==> src/rtl/mtl_pkg.sv <==
// rtl/mtl_pkg.sv - shared types and address offsets for the MTL colour sequencer
package mtl_pkg;

    typedef logic [23:0] rgb_t;

    typedef enum logic {IDLE, RUN} seq_state_t;

    // Offsets are relative to NUM_COLORS, directly above the palette entries
    localparam int ADDR_HOLD_OFS   = 0;
    localparam int ADDR_COMMIT_OFS = 1;
    localparam int HOLD_W_DEFAULT  = 8;

endpackage

==> src/rtl/mtl_palette_regs.sv <==
// rtl/mtl_palette_regs.sv - shadow/active palette banks with end-of-frame commit copy
module mtl_palette_regs
    import mtl_pkg::*;
#(
    parameter int NUM_COLORS   = 4,
    parameter int ADDR_W       = 5,
    parameter int HOLD_W       = HOLD_W_DEFAULT,
    parameter int DEFAULT_HOLD = 60
) (
    input  logic                    clk_i,
    input  logic                    rst_ni,
    input  logic                    end_frame_i,
    input  logic                    wr_valid_i,
    input  logic [ADDR_W-1:0]       wr_addr_i,
    input  rgb_t                    wr_data_i,
    output logic                    wr_ready_o,
    output logic                    commit_pending_o,
    output logic                    copy_o,
    output rgb_t [NUM_COLORS-1:0]   view_pal_o,
    output logic [HOLD_W-1:0]       view_hold_o
);

    localparam logic [ADDR_W-1:0] ADDR_HOLD   = ADDR_W'(NUM_COLORS + ADDR_HOLD_OFS);
    localparam logic [ADDR_W-1:0] ADDR_COMMIT = ADDR_W'(NUM_COLORS + ADDR_COMMIT_OFS);

    rgb_t [NUM_COLORS-1:0] shadow_pal_q;
    rgb_t [NUM_COLORS-1:0] active_pal_q;
    logic [HOLD_W-1:0]     shadow_hold_q;
    logic [HOLD_W-1:0]     active_hold_q;
    logic                  pending_q;
    logic                  wr_fire;

    // Writes stall only in the copy cycle so the copied shadow is never torn
    assign copy_o           = end_frame_i && pending_q;
    assign wr_ready_o       = !copy_o;
    assign wr_fire          = wr_valid_i && wr_ready_o;
    assign commit_pending_o = pending_q;

    // The sequencer sees the post-copy values when a new frame coincides with the copy
    assign view_pal_o  = copy_o ? shadow_pal_q  : active_pal_q;
    assign view_hold_o = copy_o ? shadow_hold_q : active_hold_q;

    always_ff @(posedge clk_i or negedge rst_ni) begin
        if (!rst_ni) begin
            shadow_pal_q  <= '0;
            active_pal_q  <= '0;
            shadow_hold_q <= HOLD_W'(DEFAULT_HOLD);
            active_hold_q <= HOLD_W'(DEFAULT_HOLD);
            pending_q     <= 1'b0;
        end else begin
            if (wr_fire) begin
                for (int i = 0; i < NUM_COLORS; i++) begin
                    if (wr_addr_i == ADDR_W'(i)) begin
                        shadow_pal_q[i] <= wr_data_i;
                    end
                end
                if (wr_addr_i == ADDR_HOLD) begin
                    shadow_hold_q <= wr_data_i[HOLD_W-1:0];
                end
                if (wr_addr_i == ADDR_COMMIT) begin
                    pending_q <= 1'b1;
                end
            end
            if (copy_o) begin
                active_pal_q  <= shadow_pal_q;
                active_hold_q <= shadow_hold_q;
                pending_q     <= 1'b0;
            end
        end
    end

endmodule

==> src/rtl/mtl_color_sequencer.sv <==
// rtl/mtl_color_sequencer.sv - frame-synchronous palette stepper feeding the MTL colour input
module mtl_color_sequencer
    import mtl_pkg::*;
#(
    parameter int NUM_COLORS   = 4,
    parameter int ADDR_W       = 5,
    parameter int HOLD_W       = HOLD_W_DEFAULT,
    parameter int DEFAULT_HOLD = 60
) (
    input  logic              iCLK,
    input  logic              iRST_n,
    input  logic              iNewFrame,
    input  logic              iEndFrame,
    input  logic              iEnable,
    input  logic              iWrValid,
    output logic              oWrReady,
    input  logic [ADDR_W-1:0] iWrAddr,
    input  logic [23:0]       iWrData,
    output logic [23:0]       oColorData,
    output logic [3:0]        oIndex,
    output logic              oCommitPending,
    output logic [15:0]       oFrameCnt
);

    logic                  copy;
    rgb_t [NUM_COLORS-1:0] view_pal;
    logic [HOLD_W-1:0]     view_hold;

    seq_state_t        state_q;
    logic [HOLD_W-1:0] cnt_q;
    logic [3:0]        idx_q;
    rgb_t              color_q;
    logic [15:0]       frame_cnt_q;

    logic [HOLD_W-1:0] cur_cnt;
    logic [HOLD_W-1:0] hold_m1;
    logic [3:0]        cur_idx;
    logic [3:0]        next_idx;

    mtl_palette_regs #(
        .NUM_COLORS   (NUM_COLORS),
        .ADDR_W       (ADDR_W),
        .HOLD_W       (HOLD_W),
        .DEFAULT_HOLD (DEFAULT_HOLD)
    ) u_regs (
        .clk_i            (iCLK),
        .rst_ni           (iRST_n),
        .end_frame_i      (iEndFrame),
        .wr_valid_i       (iWrValid),
        .wr_addr_i        (iWrAddr),
        .wr_data_i        (iWrData),
        .wr_ready_o       (oWrReady),
        .commit_pending_o (oCommitPending),
        .copy_o           (copy),
        .view_pal_o       (view_pal),
        .view_hold_o      (view_hold)
    );

    function automatic rgb_t pick(input rgb_t [NUM_COLORS-1:0] pal, input logic [3:0] idx);
        rgb_t c;
        c = '0;
        for (int i = 0; i < NUM_COLORS; i++) begin
            if (idx == 4'(i)) c = pal[i];
        end
        return c;
    endfunction

    // A commit copy restarts the schedule before any same-cycle frame step
    assign cur_idx  = copy ? 4'd0 : idx_q;
    assign cur_cnt  = copy ? '0 : cnt_q;
    assign hold_m1  = (view_hold == '0) ? '0 : view_hold - HOLD_W'(1);
    assign next_idx = (cur_idx == 4'(NUM_COLORS - 1)) ? 4'd0 : cur_idx + 4'd1;

    always_ff @(posedge iCLK or negedge iRST_n) begin
        if (!iRST_n) begin
            state_q     <= IDLE;
            cnt_q       <= '0;
            idx_q       <= '0;
            color_q     <= '0;
            frame_cnt_q <= '0;
        end else begin
            idx_q <= cur_idx;
            cnt_q <= cur_cnt;
            if (iNewFrame) begin
                frame_cnt_q <= frame_cnt_q + 16'd1;
                case (state_q)
                    IDLE: begin
                        color_q <= '0;
                        if (iEnable) begin
                            state_q <= RUN;
                            idx_q   <= '0;
                            cnt_q   <= '0;
                            color_q <= pick(view_pal, 4'd0);
                        end
                    end
                    RUN: begin
                        if (!iEnable) begin
                            state_q <= IDLE;
                            color_q <= '0;
                        end else if (cur_cnt >= hold_m1) begin
                            cnt_q   <= '0;
                            idx_q   <= next_idx;
                            color_q <= pick(view_pal, next_idx);
                        end else begin
                            cnt_q   <= cur_cnt + HOLD_W'(1);
                            color_q <= pick(view_pal, cur_idx);
                        end
                    end
                    default: state_q <= IDLE;
                endcase
            end
        end
    end

    assign oColorData = color_q;
    assign oIndex     = idx_q;
    assign oFrameCnt  = frame_cnt_q;

endmodule
==> config.mk <==
export PLATFORM = sky130hd
export DESIGN_NAME = mtl_color_sequencer
export DESIGN_NICKNAME = d
export VERILOG_FILES = /design/src/rtl/mtl_pkg.sv /design/src/rtl/mtl_palette_regs.sv /design/src/rtl/mtl_color_sequencer.sv
export SDC_FILE = /design/constraint.sdc
export NUM_CORES = 1
export LEC_CHECK = 0
export ABC_CLOCK_PERIOD_IN_PS = 5900
export BUFFER_PORTS_ARGS = -buffer_cell sky130_fd_sc_hd__buf_2
export CAP_MARGIN = 10
export CORE_MARGIN = 5
export CORE_UTILIZATION = 40
export DETAILED_ROUTE_END_ITERATION = 7
export GPL_TIMING_DRIVEN = 0
export MAX_ROUTING_LAYER = met4
export PLACE_DENSITY = 0.56
export SYNTH_ARGS = -nofsm -noshare
export SYNTH_HDL_FRONTEND = slang
export SYNTH_SLANG_ARGS = --single-unit
==> constraint.sdc <==
create_clock -name iCLK -period 5.9 [get_ports iCLK]
set_input_delay 1.18 -clock iCLK [delete_from_list [all_inputs] [get_ports iCLK]]
set_output_delay 1.18 -clock iCLK [all_outputs]
set_load 0.05 [all_outputs]
# Yosys cells after proc, flatten, opt, wreduce, memory -nomap -nowiden
# Cells that the tools add are included.
dict set report word_totals {
  regBits 262
  latchBits 0
  mem_bits_rw 0
  rom_bits 0
  input_bits 35
  elab_cells 80
  memories 0
}
dict set report op_classes {
  n_addsub 4
  n_mul 0
  n_div 0
  order_cmp 1
  eq_ne 11
  shift 0
  muxes 32
  bitwise 1
  n_reduce_logical 15
}
# operator n
set ops {}
lappend ops {{two-way mux 24 bit} 11}
lappend ops {{two-way mux 96 bit} 1}
lappend ops {{two-way mux 8 bit} 7}
lappend ops {{case mux 24 bit (2 select lines)} 1}
lappend ops {{two-way mux 4 bit} 6}
lappend ops {{adder 16 x 1 -> 16 bit, second input constant} 1}
lappend ops {{equality test 4 x 2 -> 1 bit, second input constant} 4}
lappend ops {{case mux 8 bit (2 select lines)} 1}
lappend ops {{AND reduction 2 bit} 6}
lappend ops {{equality test 5 x 2 -> 1 bit, second input constant} 2}
lappend ops {{equality test 5 x 3 -> 1 bit, second input constant} 2}
lappend ops {{adder 8 x 1 -> 8 bit, second input constant} 1}
lappend ops {{equality test 4 x 1 -> 1 bit, second input constant} 2}
lappend ops {{greater-or-equal comparator 8 bit} 1}
lappend ops {{zero test 4 bit} 2}
lappend ops {{zero test 8 bit} 1}
lappend ops {{case mux 4 bit (2 select lines)} 1}
lappend ops {{subtractor 8 x 1 -> 8 bit, second input constant} 1}
lappend ops {{equality test 5 x 1 -> 1 bit, second input constant} 1}
lappend ops {{zero test 5 bit} 1}
lappend ops {{adder 4 x 1 -> 4 bit, second input constant} 1}
lappend ops {{two-way mux 1 bit} 4}
lappend ops {{nonzero test 2 bit} 2}
lappend ops {{logical AND 1 bit} 2}
lappend ops {{2 further kinds} 2}

# Longest topological paths before layout
# Gate-level depths: netlist of the first run.
dict set report logic_depth {
  ltp_word 12
  ltp_mapped 19
}

# Hierarchy
# A second synthesis of the first run with hierarchy kept.
dict set report unflattened {
  hier_cells 1064
  area_unflattened_um2 13043.8
}
# module instances cells_each area_per_inst_um2 seq_area_each_um2
set modules_own_cells {}
lappend modules_own_cells {mtl_palette_regs 1 452 7863.8 5240.0}
lappend modules_own_cells {mtl_color_sequencer 1 612 5180.0 1326.3}

# Least setup slack after synthesis of the first run
# Ideal clock, no wire load.
dict set report synth_path {
  kind {input-to-reg}
  startpoint {input port iEndFrame}
  endpoint {register color_q[0] (netlist: oColorData[0])}
  setup_time_ps 126
  t_arrival_ps 4242
  required_ps 5774
  setup_slack_ps 1532
  cell_stages 18
  path_buffers 7
  path_cell_list {and2_1 > buf_6 > inv_4 > buf_6 > buf_6 > buf_6 > buf_2 > buf_2 > a21o_1 > xnor2_1 > nand2_1 > ha_1 > o2111ai_1 > o21a_1 > clkbuf_1 > nor2_1 > o211ai_1 > a221o_1}
}
# item line
set synth_lines {}
lappend synth_lines {{from (decl)} mtl_color_sequencer.sv:13} ;# input logic iEndFrame,
lappend synth_lines {{logical AND 1 bit *} mtl_palette_regs.sv:34} ;# assign copy_o = end_frame_i && pending_q;
lappend synth_lines {{two-way mux 8 bit *} --}
lappend synth_lines {{net u_regs.view_hold_o[2]} mtl_palette_regs.sv:20} ;# output logic [HOLD_W-1:0] view_hold_o
lappend synth_lines {{subtractor 8 x 1 -> 8 bit or zero test 8 bit (tied branches)} mtl_color_sequencer.sv:71} ;# assign hold_m1 = (view_hold == '0) ? '0 : view_hold - HOLD_W'(1);
lappend synth_lines {{two-way mux 8 bit *} mtl_color_sequencer.sv:71}
lappend synth_lines {{greater-or-equal comparator 8 bit *} mtl_color_sequencer.sv:100} ;# end else if (cur_cnt >= hold_m1) begin
lappend synth_lines {{two-way mux 24 bit *} mtl_color_sequencer.sv:100}
lappend synth_lines {{two-way mux 24 bit *} mtl_color_sequencer.sv:97} ;# if (!iEnable) begin
lappend synth_lines {{case mux 24 bit (2 select lines) *} mtl_color_sequencer.sv:86} ;# case (state_q)
lappend synth_lines {{to (signal assigned)} mtl_color_sequencer.sv:93} ;# color_q <= pick(view_pal, 4'd0);
lappend synth_lines {{to (signal assigned)} mtl_color_sequencer.sv:103} ;# color_q <= pick(view_pal, next_idx);
lappend synth_lines {{to (signal assigned)} mtl_color_sequencer.sv:106} ;# color_q <= pick(view_pal, cur_idx);
lappend synth_lines {{to (decl)} mtl_color_sequencer.sv:32} ;# rgb_t color_q;
# The timed path passes the listed nets; every way through them passes the cells marked *.
# A chain may end at the register's enable or synchronous reset.

# Worst setup path after layout of the first run
dict set report layout_path {
  startpoint {input port iEndFrame}
  endpoint {register color_q[21] (netlist: oColorData[21])}
}
dict set report layout_via {
  elab_chain_len 12
}
# item line
set layout_lines {}
lappend layout_lines {{logical AND 1 bit *} mtl_palette_regs.sv:34}
lappend layout_lines {{parallel branches: the longest is 10 deep, another holds subtractor 8 x 1 -> 8 bit} --}
lappend layout_lines {{case mux 24 bit (2 select lines) *} mtl_color_sequencer.sv:86}
# Mark *: on every way between the ends.

==> flow_summary.yaml, run 1 <==
power:
  combPwrFrac_pct: 33.5
  peakVddDrop_uv: 279.7
  power_switching_mw: 2.365
  internal-power_mw: 4.056
  seq_power_share_pct: 36.0
  leakagePower_nw: 7.141
  p_clk_share_pct: 30.5
  p_per_area_nw_per_um2: 442.5
  switching_share_pct: 36.83
  p_total_mw: 6.421
cells_and_area:
  antennaDiodeCount: 0
  areaGrowthSynthToFinish_pct: 16.13
  final_cell_mix: "dfrtp_1 (254), nand2_1 (173), mux2_2 (150), buf_2 (97), inv_1 (43)"
  final-seq-area_sq_um: 6566
  fillers: 2921
  final_util_pct: 47.19
  drive_above_1_share_pct: 26.90
  nets: 1280
  final_common_cell: "dfrtp_1"
  multi_input_area_sq_um: 5430
timing:
  fin_crit_sh_pct: 95.76
  period_needed_ns: 5.650
  hold_violations: 0
  tightest_slew_ns: 1.027
  setup_viol: 0
  slew_headroom_pct: 31.28
  fin_worst_skew_ns: 0.01251
  finalMaxSlewViolations: 0
  fmax_mhz: 177.0
  rsz0062_at_grt: "no"
synth:
  yosys.area_share.simple_pct: 10.31
  ys_seq_area_share_pct: 52.55
  synth_fa_ha_area_share_pct: 1.402
  avgSynthCellArea_sq_um: 11.18
  synthMuxAreaShare_pct: 16.48
  synth_edf_count: 0
  synth-compound-area-share_pct: 13.86
  synthArstFlopShare_pct: 100.0
  syn-cell-area_sq_um: 12500
  ys.flop_type: "dfrtp_1"
  yosys_warnings: 0
  synth-seq-cells: 262
  synth_nets: 1167
  yosys.area_share.xor_xnor_pct: 1.402
  syn_inst: 1118
  synth.distinct_cells: 68
  synth_top_family_by_area: "multiplexers"
run:
  maxCapViolations: 0
route:
  final_antenna_net_count: 0
  drt_first_pass_iters: 5
  via_per_inst: 5.748
  wl_per_cell_um: 23.14
  vias: 9479
  finalWirelength_um: 38160
  remaining_drc_errors: 0
  drt_iter0_markers: 694
worst_setup_path:
  path_max_fanout: 10
  endpoint_kind: "register"
  start_kind: "input pin"
  required_ns: 6.29
  r2r_cells: 19
  path_class: "in -> reg"
  cp.arrival_ns: 6.04
floorplanning:
  start_util_pct: 40.64
  core_area_sq_um: 30750
  die_w_um: 186.7
  die-area_sq_um: 34870
  pin_count: 81
  rows: 64
  die_h_um: 186.7
place:
  numPortBuffers: 79
  dp_hpwl_um: 25720
  gp_congestion: 0.9360
grt:
  grt_pass1_vias: 9661
  overflow: 0
  grt_pass1_wl_um: 58910
  antenna_found_initial: 0
  track_usage_pct: 22.20
  grt_max_degree: 114
cts:
  clk-insertion-delay-late_ns: 0.54
  clk_pin_slew_ns: 0.06
  htree_levels: 1
  holdBufCountCts: 0
  cts_buffers: 29
  cts-root-buf: "clkbuf_16"
  cts_sinks: 262
  cts_setup_buffers: 0
  cts_tree: "done"
  cts_resized: 0
  cts_buffer_depth: 3
hold_path:
  hp-class: "reg -> reg"
  whs_path_depth: 1
status:
  status: "complete, no violations"
[state kept, by name, indices dropped and copies added (netlist names)]
name / cells
u_regs.active_pal_q: 96
u_regs.shadow_pal_q: 96
oColorData: 24
oFrameCnt: 16
cnt_q: 8
u_regs.active_hold_q: 8
u_regs.shadow_hold_q: 8
oIndex: 4
state_q: 1
u_regs.commit_pending_o: 1
[cell usage after synthesis (4+ instances only)]
cell type  number  area [sq um]
mux2i_1        34         340.3
buf_6           7         78.83
nand3_1        23         115.1
o21ai_1         4         20.02
xor2_1          6         52.55
o211ai_1       12         90.09
o221ai_1       12         105.1
and3_1          4         25.02
mux2_2        150          1689
o31ai_1         4         30.03
o311ai_0        7         61.31
a21o_1          7         52.55
buf_2          19         95.09
a221oi_2        4         60.06
a22oi_1        10         75.07
nor3_1          4         20.02
o21ai_0        34         170.2
nand2_1       173         649.4
dfrtp_1       254          6356
o2bb2ai_1       8         70.07
o2111ai_1       7         61.31
a221oi_1       17         148.9
o21a_1          7         52.55
a21oi_1        40         200.2
nand4_1        10         62.56
a221o_1        11         110.1
and2_1         18         112.6
o22ai_1        18         112.6
xnor2_1        14         122.6
inv_1          43         161.4
a22o_1          5         43.79
nor2_1         34         127.6
ha_1           14         175.2
clkbuf_1       34         127.6
dfstp_2         8         210.2
or2_2           6         37.54
a222oi_1        9         90.09
[logic make-up (layout without fill, tap and decap cells)]
kind of cell | Yosys count | count (layout)
AND/OR/NAND/NOR | 290 | 290
flip-flops | 262 | 262
AO/OA/AOI/OAI | 237 | 237
multiplexers | 186 | 186
buffers and inverters | 109 | 244
XOR/XNOR | 20 | 20
adder cells (fa/ha/maj) | 14 | 14
[power groups by stage]
stage | clock (mW) | combinational [mW] | sequential [mW]
after CTS | 2.01 | 2.13 | 2.31
after detailed placement | 0 | 2.11 | 2.34
final | 1.96 | 2.15 | 2.31
after global placement | 0 | 2.07 | 2.33
after global routing | 2.09 | 2.30 | 2.35
after floorplan | 0 | 1.19 | 2.54
[critical path, cell delays in order]
cell and delay [ns]:
buf_2 0.15, and2_1 0.18, buf_6 0.15, inv_4 0.08
buf_6 0.18, buf_6 0.22, buf_6 0.21, buf_2 0.27
buf_2 0.39, nand2_1 0.20, inv_1 0.15, ha_1 0.23
clkbuf_1 0.35, inv_1 0.13, nor2_1 0.55, clkbuf_1 0.75
o2bb2ai_1 0.19, o22ai_1 0.10, a21oi_1 0.22, o221ai_1 0.14
[metal layers]
metal | track usage [%] | share of wire [%]
met3 | 3.176 | 6.0
met4 | 7.025 | 3.7
met5 | - | 0
met1 | 29.99 | 44
met2 | 34.93 | 46
[worst paths after layout]
| kind | start | to | slack, ns |
|---|---|---|---|
| worst max-delay path | iEndFrame | oColorData[21]$_DFFE_PN0P_ | 0.25 |
| worst min-delay path | oFrameCnt[15]$_DFFE_PN0P_ | oFrameCnt[15]$_DFFE_PN0P_ | 0.47 |
| worst max register to register | u_regs.commit_pending_o$_DFFE_PN0P_ | oColorData[21]$_DFFE_PN0P_ | 0.52 |
| worst min register to register | oFrameCnt[15]$_DFFE_PN0P_ | oFrameCnt[15]$_DFFE_PN0P_ | 0.47 |
| max in group asynchronous | iRST_n | u_regs.shadow_pal_q[16]$_DFFE_PN0P_ | 4.05 |
| min in group asynchronous | iRST_n | u_regs.active_hold_q[6]$_DFF_PN0_ | 0.59 |
[area by class of cell]
class	instances	share of cell area (%)
buffer	64	2.259
clock buffer	42	5.958
clock inverter	11	1.267
inverter	45	1.181
multi-input combinational	747	37.42
sequential	262	45.25
tap	396	3.414
timing repair buffer	82	3.251
[through the flow]
| step | hold WS (ns) | instance area [sq um] | setup TNS [ns] | setup slack (ns) | std cells |
|---|---|---|---|---|---|
| finish | 0.4715 | 14510 | 0 | 0.2502 | 1649 |
| global route | 0.4819 | 14510 | 0 | 0.02571 | 1649 |
| CTS | 0.4718 | 14510 | 0 | 0.3386 | 1649 |
| detailed placement | 0.4598 | 13460 | -1.542 | -0.2071 | 1596 |
| global placement | 0.4576 | 13390 | -335.75 | -1.335 | 1593 |
| floorplan | 0.4549 | 12500 | 0 | 1.532 | 1118 |
No activity file was read; power rests on OpenSTA's default activity.
==> run 2, diff against run 1 <==
--- a/config.mk
+++ b/config.mk
@@ -14,6 +14,7 @@
 export GPL_TIMING_DRIVEN = 0
 export MAX_ROUTING_LAYER = met4
 export PLACE_DENSITY = 0.56
+export REMOVE_ABC_BUFFERS = 1
 export SYNTH_ARGS = -nofsm -noshare
 export SYNTH_HDL_FRONTEND = slang
 export SYNTH_SLANG_ARGS = --single-unit
==> run 2 against run 1 <==
Wire length down 10%. Critical path depth fell by 6. Clock skew up 0.0055 ns. Final area decreased by 0.53%. Register-to-register slack improved by 0.05 ns. Global-route usage shrank 2.3 points. Combinational power shrank 2%. Total power decreased by 0.84%. Clock power is 2% lower.
==> flow_summary.yaml, run 2 (synthesis results as in run 1) <==
route:
  wl_per_cell_um: 21.35
  drt_iter0_markers: 666
  finalWirelength_um: 34180
  final_antenna_net_count: 0
  drt_first_pass_iters: 7
  via_per_inst: 5.719
  vias: 9156
  remaining_drc_errors: 0
grt:
  grt_max_degree: 119
  track_usage_pct: 19.89
  grt_pass1_wl_um: 54590
  overflow: 0
  grt_pass1_vias: 9275
  antenna_found_initial: 0
timing:
  hold_ws_ns: 0.4623
  slew_headroom_pct: 19.14
  tightest_slew_ns: 1.205
  rsz0062_at_grt: "no"
  fin_tns_setup_ns: 0
  fmax_mhz: 181.8
  setup_viol: 0
  fin_crit_sh_pct: 93.25
  finalMaxSlewViolations: 0
  fin_worst_skew_ns: 0.01799
  hold_violations: 0
  period_needed_ns: 5.502
worst_setup_path:
  critPathLaunch: "iEndFrame"
  start_kind: "input pin"
  reg2reg_from: "u_regs.commit_pending_o$_DFFE_PN0P_"
  cp.arrival_ns: 5.92
  endpoint_kind: "register"
  required_ns: 6.32
  path_class: "in -> reg"
  path_max_fanout: 65
power:
  p_total_mw: 6.367
  p_per_area_nw_per_um2: 441.1
  peakVddDrop_uv: 233.4
  leakagePower_nw: 7.087
floorplanning:
  core_area_sq_um: 30750
  die-area_sq_um: 34870
  pin_count: 81
  die_w_um: 186.7
  die_h_um: 186.7
  start_util_pct: 40.64
  rows: 64
cells_and_area:
  drive_above_1_share_pct: 27.55
  final_cell_mix: "dfrtp_1 (254), nand2_1 (172), mux2_2 (150), buf_2 (79), inv_1 (43)"
  fillers: 2919
  multi_input_area_sq_um: 5488
  final_util_pct: 46.94
  nets: 1231
  areaGrowthSynthToFinish_pct: 15.51
  final-seq-area_sq_um: 6566
  antennaDiodeCount: 0
  final_common_cell: "dfrtp_1"
place:
  dp_hpwl_um: 21280
  gp_congestion: 0.8062
  numPortBuffers: 80
cts:
  holdBufCountCts: 0
  htree_levels: 1
  cts_buffer_depth: 3
  clk_pin_slew_ns: 0.06
  cts_tree: "done"
  cts_setup_buffers: 0
  cts_sinks: 262
  cts-root-buf: "clkbuf_16"
  clk-insertion-delay-late_ns: 0.55
  cts_buffers: 29
run:
  maxCapViolations: 0
status:
  status: "complete, no violations"
hold_path:
  hp-class: "reg -> reg"
  hp-start: "oFrameCnt[15]$_DFFE_PN0P_"
==> run 2: cell count changes in the layout (fill, tap and decap cells not counted), moves of 3 or more <==
cell      before  now
clkbuf_1      38   10
buf_2         97   79
nor2_1        34   29
buf_8          2    6
clkbuf_8       9    5
nor2_2         1    5
buf_1          3    0
buf_16         2    5
buf_6          8    5
==> run 2: power by group <==
group	leakage (nW)	internal, mW	switching, mW
registers	3.45	2.12	0.214
clock network	0.496	1.19	0.729
logic	3.14	0.734	1.38
total	7.09	4.04	2.32
==> run 2: area by class of cell <==
cell class                 count  share of cell area [%]
sequential                   262                   45.49
multi-input combinational    748                   38.02
clock buffer                  44                   5.765
timing repair buffer          96                   4.846
tap                          396                   3.433
clock inverter                10                   1.240
inverter                      45                   1.205
==> run 2: metal layers <==
metal / up-vias / routed length [um] / share of wire, % / track usage (%)
met4: 0 / 840 / 2.5 / 6.030
met3: 57 / 1732 / 5.1 / 2.541
li1: 4175 / - / - / -
met2: 260 / 15700 / 46 / 30.30
met1: 4664 / 15910 / 47 / 28.02
met5: - / 0 / 0 / -
==> run 2: worst paths after layout <==
check | end | slack (ns) | cells after the start
hold reg to reg | oFrameCnt[15]$_DFFE_PN0P_ | 0.46 | 1
setup / recovery | oColorData[12]$_DFFE_PN0P_ | 0.40 | 14
setup reg to reg | oColorData[12]$_DFFE_PN0P_ | 0.57 | 13
hold / removal | oFrameCnt[15]$_DFFE_PN0P_ | 0.46 | 1
max in group asynchronous | u_regs.active_pal_q[66]$_DFF_PN0_ | 4.27 | 2
min in group asynchronous | u_regs.commit_pending_o$_DFFE_PN0P_ | 0.57 | 1
==> run 2: per-stage QoR <==
stage	worst slack, ns	instances	cell area, sq um
3_3_place_gp	-5.424	1530	13060
3_5_place_dp	-0.6607	1545	13390
6_report	0.3984	1601	14430
2_1_floorplan	-0.4589	1054	12170
5_1_grt	0.1586	1601	14430
4_1_cts	0.1529	1600	14420
==> run 2: worst max-delay path, cell delays in order <==
cell	delay, ns
buf_2	0.27
and2_4	0.55
inv_6	0.36
a221oi_2	0.47
nand4_1	0.20
or3_1	0.43
nand2_1	0.10
ha_1	0.24
a21o_1	0.16
a2111oi_0	0.39
o21a_2	0.47
or2_2	0.57
a21oi_1	0.13
a221o_1	0.32
==> run 2: repair_timing <==
action | in CTS | in global routing
gates resized for setup | 1 | 3
endpoints found under the setup margin | 10 | 18
cloned | 1 | 0
==> run 3, diff against run 2 <==
--- a/config.mk
+++ b/config.mk
@@ -5,7 +5,7 @@
 export SDC_FILE = /design/constraint.sdc
 export NUM_CORES = 1
 export LEC_CHECK = 0
-export ABC_CLOCK_PERIOD_IN_PS = 5900
+export ABC_CLOCK_PERIOD_IN_PS = 6800
 export BUFFER_PORTS_ARGS = -buffer_cell sky130_fd_sc_hd__buf_2
 export CAP_MARGIN = 10
 export CORE_MARGIN = 5
==> constraint.sdc (replaced) <==
create_clock -name iCLK -period 6.8 [get_ports iCLK]
set_input_delay 1.36 -clock iCLK [delete_from_list [all_inputs] [get_ports iCLK]]
set_output_delay 1.36 -clock iCLK [all_outputs]
set_load 0.05 [all_outputs]
==> run 3 against run 2 <==
Total power is 13% lower. Clock power is 14% lower. Setup slack better by 0.16 ns. Critical path type unchanged. Highest routed layer unchanged.
==> flow_summary.yaml, run 3 (synthesis results as in run 1) <==
worst_setup_path:
  reg2reg_to: "oColorData[18]$_DFFE_PN0P_"
  start_kind: "input pin"
  rrSetupSlack_ns: 0.96
  required_ns: 7.25
  cpPeakStageDelay_ns: 0.94
  path_max_fanout: 65
  path_delay_family: "simple AND/OR/NAND/NOR gates"
  path_buf_inv: 2
  endpoint_kind: "register"
  r2r_cells: 13
  reg2reg_from: "u_regs.commit_pending_o$_DFFE_PN0P_"
  crit_chain: "buf_2 -> and2_4 -> inv_6 -> a221oi_2 -> nand4_1 -> or3_1 -> and2_1 -> ha_1 -> nand2b_1 -> a211oi_1 -> o21a_1 -> nor2_1 -> nand2_1 -> o211ai_1"
  cp.arrival_ns: 6.69
  path_class: "in -> reg"
  crit_slowest_cell: "nor2_1"
  critPathLaunch: "iEndFrame"
timing:
  slew_headroom_pct: 18.72
  fin_crit_sh_pct: 91.78
  finalMaxSlewViolations: 0
  hold_violations: 0
  setup_viol: 0
  fin_worst_skew_ns: 0.01860
  period_needed_ns: 6.241
  fin_tns_setup_ns: 0
  fmax_mhz: 160.2
  rsz0062_at_grt: "no"
  tightest_slew_ns: 1.211
cts:
  cts_sinks: 262
  holdBufCountCts: 0
  cts-root-buf: "clkbuf_16"
  htree_levels: 1
  cts_setup_buffers: 0
  cts_tree: "done"
  cts_buffers: 29
  clk-insertion-delay-late_ns: 0.55
  cts_resized: 0
  cts_buffer_depth: 3
  clk_pin_slew_ns: 0.06
cells_and_area:
  nets: 1230
  areaGrowthSynthToFinish_pct: 15.37
  postLayoutCellArea_sq_um: 14420
  final_cell_mix: "dfrtp_1 (254), nand2_1 (172), mux2_2 (150), buf_2 (79), inv_1 (43)"
  antennaDiodeCount: 0
  final_util_pct: 46.88
  drive_above_1_share_pct: 27.24
  final_common_cell: "dfrtp_1"
route:
  drt_first_pass_iters: 6
  finalWirelength_um: 33660
  remaining_drc_errors: 0
  wl_per_cell_um: 21.04
  final_antenna_net_count: 0
  via_per_inst: 5.690
  vias: 9104
  drt_iter0_markers: 635
grt:
  grt_pass1_wl_um: 54040
  track_usage_pct: 19.62
  grt_max_degree: 119
  overflow: 0
  grt_pass1_vias: 9258
  antenna_found_initial: 0
hold_path:
  whs_path_depth: 1
  hp-start: "oFrameCnt[15]$_DFFE_PN0P_"
  hold_end: "oFrameCnt[15]$_DFFE_PN0P_"
  hp-class: "reg -> reg"
floorplanning:
  rows: 64
  die_h_um: 186.7
  die-area_sq_um: 34870
  pin_count: 81
  core_area_sq_um: 30750
  start_util_pct: 40.64
  die_w_um: 186.7
power:
  peakVddDrop_uv: 202.2
  p_per_area_nw_per_um2: 382.7
  leakagePower_nw: 7.082
place:
  gp_congestion: 0.8062
  numPortBuffers: 80
  placed_area_sq_um: 13390
  dp_hpwl_um: 21280
status:
  status: "complete, no violations"
run:
  maxCapViolations: 0
[run 3: cell types whose count changed in the layout (fill, tap and decap cells not counted), sizes merged]
| cell | before | now |
|---|---|---|
| and2 | 19 | 18 |
[run 3: metal layers]
metal  GRT usage [%]  share of wire, %  up-vias
met1           27.55                47     4608
met3           2.560               4.6       60
met5               -                 0        -
met2           29.95                46      260
met4           5.973               2.5        0
li1                -                 -     4176
[run 3: where the power goes]
part | internal, mW | switching, mW | total (mW) | leakage, nW
Combinational | 0.635 | 1.19 | 1.83 | 3.13
Clock | 1.03 | 0.634 | 1.66 | 0.496
Sequential | 1.84 | 0.184 | 2.03 | 3.45
Total | 3.51 | 2.01 | 5.52 | 7.08
[run 3: worst max-delay path by stage]
stage,endpoint,slack [ns],cells after the start
after floorplan,oColorData[0]$_DFFE_PN0P_,0.26,13
after global placement,u_regs.shadow_pal_q[63]$_DFFE_PN0P_,-4.70,6
after detailed placement,oColorData[14]$_DFFE_PN0P_,0.06,14
after CTS,oColorData[18]$_DFFE_PN0P_,0.63,14
after global routing,oColorData[14]$_DFFE_PN0P_,0.31,14
final,oColorData[18]$_DFFE_PN0P_,0.56,14
[run 3: worst reg2reg max path: cells and delay by family, from the launching register on]
kind | cells | cell delay (ns)
adder cells (fa/ha/maj) | 1 | 0.26
AND/OR/NAND/NOR | 7 | 3.11
buffers and inverters | 1 | 0.45
flip-flops | 1 | 0.58
AO/OA/AOI/OAI | 4 | 1.34
[run 3: stage by stage]
stage	total power, mW	worst slack (ns)	hold WS (ns)	instances
floorplan	3.202	0.2611	0.4549	1054
global placement	3.770	-4.704	0.4564	1530
detailed placement	3.868	0.05934	0.4579	1545
CTS	5.550	0.6279	0.4701	1599
global route	5.818	0.3126	0.4892	1600
finish	5.517	0.5589	0.4623	1600
[run 3: area by class of cell]
class / count / area (sq um)
clock inverter: 10 / 178.9
fill: 2923 / 16330
inverter: 45 / 173.9
multi-input combinational: 747 / 5470
timing repair buffer: 96 / 699.4
tap: 396 / 495.5
clock buffer: 44 / 832.0
sequential: 262 / 6566
